### config.mk
export PLATFORM = sky130hd
export DESIGN_NAME = craps_round_ctrl
export DESIGN_NICKNAME = d
export VERILOG_FILES = /design/src/rtl/craps_round_ctrl.sv
export SDC_FILE = /design/constraint.sdc
export NUM_CORES = 1
export LEC_CHECK = 0
export ABC_CLOCK_PERIOD_IN_PS = 3300
export BUFFER_PORTS_ARGS = -buffer_cell sky130_fd_sc_hd__buf_2
export CAP_MARGIN = 20
export CORE_MARGIN = 3
export CORE_UTILIZATION = 55
export DETAILED_ROUTE_END_ITERATION = 7
export PLACE_DENSITY = 0.9
export RECOVER_POWER = 100
export SETUP_SLACK_MARGIN = 0.02
export SYNTH_ARGS = -nofsm -noshare
export SYNTH_HDL_FRONTEND = slang
export SYNTH_SLANG_ARGS = --single-unit
export TNS_END_PERCENT = 30
### constraint.sdc
create_clock -name i_clk_main -period 3.3 [get_ports i_clk_main]
set_clock_uncertainty 0.1 [all_clocks]
set_input_delay 0.33 -clock i_clk_main [delete_from_list [all_inputs] [get_ports i_clk_main]]
set_output_delay 0.33 -clock i_clk_main [all_outputs]
set_load 0.05 [all_outputs]
### src/rtl/craps_round_ctrl.sv
// Craps round sequencer: conditions the enter button, strobes roll/sp, settles outcomes and keeps the bankroll.
// Optional enter debounce filter is built when CRAPS_DEBOUNCE_EN is defined.
module craps_round_ctrl #(
  parameter int BANK_W    = 8,
  parameter int BANK_INIT = 100,
  parameter int BET       = 10,
  parameter int SETTLE    = 2,
  parameter int DB_CYCLES = 4
) (
  input  logic              i_clk_main,
  input  logic              i_reset,
  input  logic              i_enter,
  input  logic              i_new_game,
  input  logic              i_natural,
  input  logic              i_craps,
  input  logic              i_seven_out,
  input  logic              i_eq,
  output logic              o_roll,
  output logic              o_sp,
  output logic              o_win,
  output logic              o_lose,
  output logic [BANK_W-1:0] o_bankroll,
  output logic              o_game_over,
  output logic [2:0]        o_state_out
);

  localparam int CNT_W = (SETTLE < 2) ? 1 : $clog2(SETTLE + 1);
  localparam logic [BANK_W-1:0] L_BET  = BANK_W'(BET);
  localparam logic [BANK_W-1:0] L_INIT = BANK_W'(BANK_INIT);

  if (SETTLE < 1 || DB_CYCLES < 1) begin : g_bad_cfg
    $error("craps_round_ctrl: SETTLE and DB_CYCLES must be >= 1");
  end

  typedef enum logic [2:0] {
    S_IDLE    = 3'd0,
    S_CO_WAIT = 3'd1,
    S_POINT   = 3'd2,
    S_PT_WAIT = 3'd3,
    S_RESULT  = 3'd4,
    S_OVER    = 3'd5
  } state_t;

  // ---------------- enter conditioning ----------------
  logic r_sync1, r_sync2, r_lvl_d;
  logic w_lvl, w_go;

  always_ff @(posedge i_clk_main or posedge i_reset) begin
    if (i_reset) begin
      r_sync1 <= 1'b0;
      r_sync2 <= 1'b0;
      r_lvl_d <= 1'b0;
    end else begin
      r_sync1 <= i_enter;
      r_sync2 <= r_sync1;
      r_lvl_d <= w_lvl;
    end
  end

`ifdef CRAPS_DEBOUNCE_EN
  localparam int DB_W = (DB_CYCLES < 2) ? 1 : $clog2(DB_CYCLES + 1);
  logic            r_db_lvl;
  logic [DB_W-1:0] r_db_cnt;

  // Filtered level flips only after DB_CYCLES consecutive samples disagree with it.
  always_ff @(posedge i_clk_main or posedge i_reset) begin
    if (i_reset) begin
      r_db_lvl <= 1'b0;
      r_db_cnt <= '0;
    end else if (r_sync2 == r_db_lvl) begin
      r_db_cnt <= '0;
    end else if (r_db_cnt == DB_W'(DB_CYCLES - 1)) begin
      r_db_lvl <= r_sync2;
      r_db_cnt <= '0;
    end else begin
      r_db_cnt <= r_db_cnt + 1'b1;
    end
  end

  assign w_lvl = r_db_lvl;
`else
  assign w_lvl = r_sync2;
`endif

  assign w_go = w_lvl & ~r_lvl_d;

  // ---------------- round FSM ----------------
  state_t             r_state, w_state_nxt;
  logic [CNT_W-1:0]   r_cnt, w_cnt_nxt;
  logic               r_roll, r_sp, r_win, r_lose;
  logic               w_roll_nxt, w_sp_nxt, w_win_nxt, w_lose_nxt;
  logic [BANK_W-1:0]  r_bank, w_bank_nxt;
  logic [BANK_W:0]    w_sum;
  logic [BANK_W-1:0]  w_bank_add, w_bank_sub;
  logic               w_broke, w_expire;

  assign w_sum      = {1'b0, r_bank} + {1'b0, L_BET};
  assign w_bank_add = w_sum[BANK_W] ? '1 : w_sum[BANK_W-1:0];
  assign w_bank_sub = (r_bank >= L_BET) ? (r_bank - L_BET) : '0;
  assign w_broke    = (r_bank < L_BET);
  assign w_expire   = (r_cnt <= CNT_W'(1));

  always_ff @(posedge i_clk_main or posedge i_reset) begin
    if (i_reset) begin
      r_state <= S_IDLE;
      r_cnt   <= '0;
      r_roll  <= 1'b0;
      r_sp    <= 1'b0;
      r_win   <= 1'b0;
      r_lose  <= 1'b0;
      r_bank  <= L_INIT;
    end else begin
      r_state <= w_state_nxt;
      r_cnt   <= w_cnt_nxt;
      r_roll  <= w_roll_nxt;
      r_sp    <= w_sp_nxt;
      r_win   <= w_win_nxt;
      r_lose  <= w_lose_nxt;
      r_bank  <= w_bank_nxt;
    end
  end

  always_comb begin
    w_state_nxt = r_state;
    w_cnt_nxt   = r_cnt;
    w_roll_nxt  = 1'b0;
    w_sp_nxt    = 1'b0;
    w_win_nxt   = r_win;
    w_lose_nxt  = r_lose;
    w_bank_nxt  = r_bank;
    if (i_new_game) begin
      w_state_nxt = S_IDLE;
      w_cnt_nxt   = '0;
      w_win_nxt   = 1'b0;
      w_lose_nxt  = 1'b0;
      w_bank_nxt  = L_INIT;
    end else begin
      case (r_state)
        S_IDLE, S_RESULT: begin
          if (w_go) begin
            if (w_broke) begin
              w_state_nxt = S_OVER;
            end else begin
              w_roll_nxt  = 1'b1;
              w_win_nxt   = 1'b0;
              w_lose_nxt  = 1'b0;
              w_cnt_nxt   = CNT_W'(SETTLE);
              w_state_nxt = S_CO_WAIT;
            end
          end
        end
        S_CO_WAIT: begin
          if (!w_expire) begin
            w_cnt_nxt = r_cnt - 1'b1;
          end else if (i_craps) begin
            w_lose_nxt  = 1'b1;
            w_bank_nxt  = w_bank_sub;
            w_state_nxt = S_RESULT;
          end else if (i_natural) begin
            w_win_nxt   = 1'b1;
            w_bank_nxt  = w_bank_add;
            w_state_nxt = S_RESULT;
          end else begin
            w_sp_nxt    = 1'b1;
            w_state_nxt = S_POINT;
          end
        end
        S_POINT: begin
          if (w_go) begin
            w_roll_nxt  = 1'b1;
            w_cnt_nxt   = CNT_W'(SETTLE);
            w_state_nxt = S_PT_WAIT;
          end
        end
        S_PT_WAIT: begin
          if (!w_expire) begin
            w_cnt_nxt = r_cnt - 1'b1;
          end else if (i_eq) begin
            w_win_nxt   = 1'b1;
            w_bank_nxt  = w_bank_add;
            w_state_nxt = S_RESULT;
          end else if (i_seven_out) begin
            w_lose_nxt  = 1'b1;
            w_bank_nxt  = w_bank_sub;
            w_state_nxt = S_RESULT;
          end else begin
            w_state_nxt = S_POINT;
          end
        end
        S_OVER: w_state_nxt = S_OVER;
        default: w_state_nxt = S_IDLE;
      endcase
    end
  end

  assign o_roll      = r_roll;
  assign o_sp        = r_sp;
  assign o_win       = r_win;
  assign o_lose      = r_lose;
  assign o_bankroll  = r_bank;
  assign o_game_over = w_broke;
  assign o_state_out = r_state;

endmodule

After elaboration in Yosys (flattened, before gate mapping)
Index checks and enable logic that the tools add are counted.
- register bits after elaboration: 20
- bits of input ports: 8
- output and inout port bits: 16
- word-level logic and storage cells: 101
- $add $sub $neg: 3
- magnitude comparators: 3
- equal/unequal tests: 19
- multiplexer cells: 53
- bitwise logic cells: 2
- reductions and logical operators: 11
- operators by type and width (operator ; number):
    $mux 8 ; 9
    $ne 3x3->1 const B ; 12
    $mux 3 ; 10
    $mux 1 ; 23
    $pmux 8 s2 ; 1
    $reduce_and 8->1 ; 2
    $pmux 3 s5 ; 1
    $mux 2 ; 5
    $reduce_and 5->1 ; 2
    $add 8x4->9 const B ; 1
    $ge 8x4->1 const B ; 1
    $lt 8x4->1 const B ; 1
    $ne 4x4->1 const B ; 2
    $reduce_bool 4->1 ; 2
    $sub 8x4->8 const B ; 1
    $eq 3x2->1 const B ; 2
    $eq 3x3->1 const B ; 2
    $pmux 1 s3 ; 2
    $pmux 2 s3 ; 1
    $reduce_and 4->1 ; 1
    $reduce_or 2->1 ; 2
    $eq 3x1->1 const B ; 1
    $logic_not 3->1 ; 1
    $reduce_bool 3->1 ; 1
    other kinds (5) ; 5

Logic depth before layout (Yosys ltp)
- depth after elaboration: 7
- gate-level depth with buffers: 7
- mapped depth without buffers: 7

Worst setup path before layout
Ideal clock, no wire load.
- path type: register -> register
- start: reg r_bank[7] (netlist: o_bankroll[7])
- end: reg r_bank[5] (netlist: o_bankroll[5])
- library setup time: 0.094 ns
- arrival: 2.082 ns
- required time: 3.106 ns
- slack: 1.024 ns
- stages on the path, launching flop included: 6
- buffers on the path: 1
- period minus slack after synthesis: 2.276 ns
- path through: dfrtp_1 > buf_6 > or4_4 > nor2_8 > nor4_1 > or4_1
- longest elaborated chain between the ends: 7
- elaborated cells on any way between the ends: 12
- those cells by class: add/sub: 1; order compare: 1; mux: 10
- ends and longest elaborated chain (element ; RTL line ; source):
    from (decl) ; 92 ; logic [BANK_W-1:0] r_bank, w_bank_nxt;
    from (signal assigned) ; 119 ; r_bank <= w_bank_nxt;
    $add 8x4->9 or $ge 8x4->1 (tied branches) ; 97, 99 ;
    $mux 8 (on tied branches) ; 98, 99 ;
    $mux 8 (on tied branches) ; 159, 182 ;
    $mux 8 (on tied branches) ; 155, 178 ;
    $mux 8 (on tied branches) ; 153, 176 ;
    $pmux 8 s2 * ; 138 ; case (r_state)
    $mux 8 * ; 131 ; if (i_new_game) begin
Every way passes the cells marked *; elsewhere a longest branch is shown, timed or not. The select of a mux whose other input is x is not followed.
A chain may end at the register's enable or synchronous reset.

Worst setup path after layout
- start: reg r_bank[4] (netlist: o_bankroll[4])
- end: out o_game_over
- longest elaborated chain between the ends: 1
- ends and longest elaborated chain (element ; RTL line ; source):
    $lt 8x4->1 ; 100 ; assign w_broke = (r_bank < L_BET);
    to (decl) ; 23 ; output logic o_game_over,
No other way between the ends.

==> reports/results.tsv <==
stage	metric	value	unit
sta	clock.fmax	385	MHz
setup_path	worst_setup_path_start_kind	flip-flop	
logic_synthesis	synth_area	1370	sq um
global_routing	grt_pass1_wl	5.41	mm
sta	rsz0062_at_grt	no	
cells_and_area	drive_gt1_share	11.6	%
die	initial_core_util	60.1	%
routing	drt-pass1-iter-count	5	
setup_path	rrSetupSlack	920	ps
die	die_x	55.9	um
setup_path	arrival	2170	ps
place	io_buffers	23	
setup_path	worstPathCellList	or4_1, nor2_8, clkbuf_1	
logic_synthesis	yosysWarnings	0	
global_routing	grt_pass1_vias	1199	
logic_synthesis	avgSynthCellArea	8.83	sq um
logic_synthesis	synth_edf_count	0	
setup_path	r2r_start	o_state_out[1]	
clock_network	cts_tree	yes	
sta	tightestPinTransition	1000	ps
clock_network	clkSinkCount	20	
routing	vias	1309	
clock_network	cts_htree_levels	1	
routing	routed_wl	3.24	mm
setup_path	timing.rr.end	o_bankroll[6]	
logic_synthesis	synthTopCellsByCount	nor2_1 (19), dfrtp_1 (17), o21ai_0 (13), a21oi_1 (9), inv_1 (9)	
routing	wl_per_cell	16.2	um
sta	maxSlewViolCount	0	
sta	setup_tns	0	ps
cells_and_area	layout.nets	184	
global_routing	grt_overflow	0	
clock_network	cts_root_buf	clkbuf_4	
global_routing	antenna_found_initial	0	
power	ir_worst_vdd	0.398	mV
logic_synthesis	synth_top_area_share	31.1	%
setup_path	worstSetupPathType	reg -> out	
place	dpl.hpwl	2.38	mm
clock_network	clkTransAtPathRegs	120	ps
logic_synthesis	synth_top_cell_by_area	dfrtp_1	
clock_network	numCtsBuffers	3	
setup_path	max_stage_delay	680	ps
die	die_y	55.9	um
place	gp_congestion	0.917	
cells_and_area	fin_util	64.3	%
run	maxCapViolCount	0	
setup_path	critPathCaptureType	output pin	
power	power_density	417	nW/um^2
sta	period_needed	2600	ps
die	core_area	2280	sq um
cells_and_area	antenna_cells	0	
sta	finalHoldViolations	0	
routing	antenna_left	0	
sta	finalCritPeriodShare	78.7	%
setup_path	endpoint	o_game_over	
setup_path	crit_path_start	o_bankroll[4]	
power	power	610	uW
setup_path	critPathRequiredTime	2870	ps
logic_synthesis	synth-main-ff-cell	dfrtp_1	
clock_network	cts_hold_buf	0	
cells_and_area	final_cells	200	
routing	via_per_inst	6.55	
sta	setup_viol	0	
logic_synthesis	synth_nets	166	
logic_synthesis	ys_seq_elements	20	
power	p_leak	0.000604	uW
setup_path	crit_slowest_cell	or4_1	
min_path	whs_path_depth	1	
die	die_area	3120	sq um
routing	drc	0	
setup_path	reg2reg_depth	5	
routing	drt-initial-drc-count	105	
global_routing	grt_max_degree	21	
status	status	finished clean	
cells_and_area	area_delta_synth_final	6.86	%
sta	maxSlewHeadroom	32.6	%
logic_synthesis	postSynth.asyncResetShare	100	%
place	place_inst	196	
clock_network	clockBufferDepth	2	
setup_path	cp_max_fo	12	
logic_synthesis	synth.area.top_cells	dfrtp_1 (31%), dfstp_2 (5.8%), nor2_1 (5.2%)	
clock_network	cts_resized	0	
die	ios	24	
logic_synthesis	synth.most_common_cell	nor2_1	
clock_network	insertion_delay	310	ps
clock_network	post_cts_buffers	0	
logic_synthesis	syn_inst	155	
logic_synthesis	ys_seq_area_share	36.8	%
min_path	hp-class	in -> reg	
logic_synthesis	yosysUniqueCellTypes	49	
global_routing	grt_usage	21.4	%
die	rows	17	
## critical path: cells and delay by family, from the launching register on
family                 cells  cell delay, ps
buffers and inverters      1             480
flip-flops                 1             510
AND/OR/NAND/NOR            2             860
## how the worst min path moves through the flow
stage                          to     from
floorplan           o_bankroll[0]  i_reset
global placement          r_sync2  r_sync1
detailed placement        r_sync2  r_sync1
CTS                       r_sync1  i_enter
global route              r_sync1  i_enter
finish                    r_sync1  i_enter
## metal layers
metal | track usage, % | share of wire [%]
met5 | 0 | 0
met4 | 7.80 | 2.6
met3 | 4.87 | 7.7
met2 | 35.3 | 49
met1 | 27.3 | 41
## sequential cells by signal, indices dropped and copies added, names as in the netlist
signal       count
r_cnt            2
o_sp             1
o_state_out      3
o_bankroll       8
r_sync2          1
o_lose           1
o_win            1
o_roll           1
r_lvl_d          1
r_sync1          1
## where the power goes
part | internal, uW | total (uW) | switching [uW]
clock network | 123 | 202 | 78.8
logic | 37.0 | 129 | 92.5
registers | 258 | 279 | 20.3
total | 418 | 610 | 192
## final cells by class
cell class	instances	area, sq um
multi-input combinational	116	742
inverter	9	33.8
clock buffer	3	22.5
tap	28	35.0
fill	195	813
sequential	20	504
clock inverter	1	30.0
timing repair buffer	23	95.1
## per-stage QoR
stage          worst slack [ps]  hold slack, ps  cell area, sq um
2_1_floorplan              1020             192              1370
3_3_place_gp               1130             233              1440
3_5_place_dp               1030             240              1440
4_1_cts                     998            10.5              1490
5_1_grt                     633            5.79              1460
6_report                    704            9.73              1460
## logic make-up (layout without fill, tap and decap cells)
group | after synthesis | in the layout | share of synthesized area [%]
adders and majority gates | 3 | 3 | 2.74
muxes | 4 | 4 | 3.02
and+or+nand+nor | 63 | 63 | 26.9
xor gates and xnor gates | 2 | 2 | 1.28
AOI/OAI and AO/OA | 44 | 44 | 21.0
buffers and inverters | 19 | 36 | 8.23
DFF | 20 | 20 | 36.8
## cell usage in the layout, fill, tap and decap left out, drive strengths merged, types with 3 or more instances in the layout
master	instances
nor2b	4
inv	9
or3	4
nand2	6
dfstp	3
ha	3
o21a	3
nor4	4
nor2	20
buf	7
mux2i	3
a211oi	3
nor3	4
a21oi	9
o21ai	13
clkbuf	19
nand2b	3
a311oi	3
dfrtp	17
nand3	6
No activity file was read; power rests on OpenSTA's default activity.
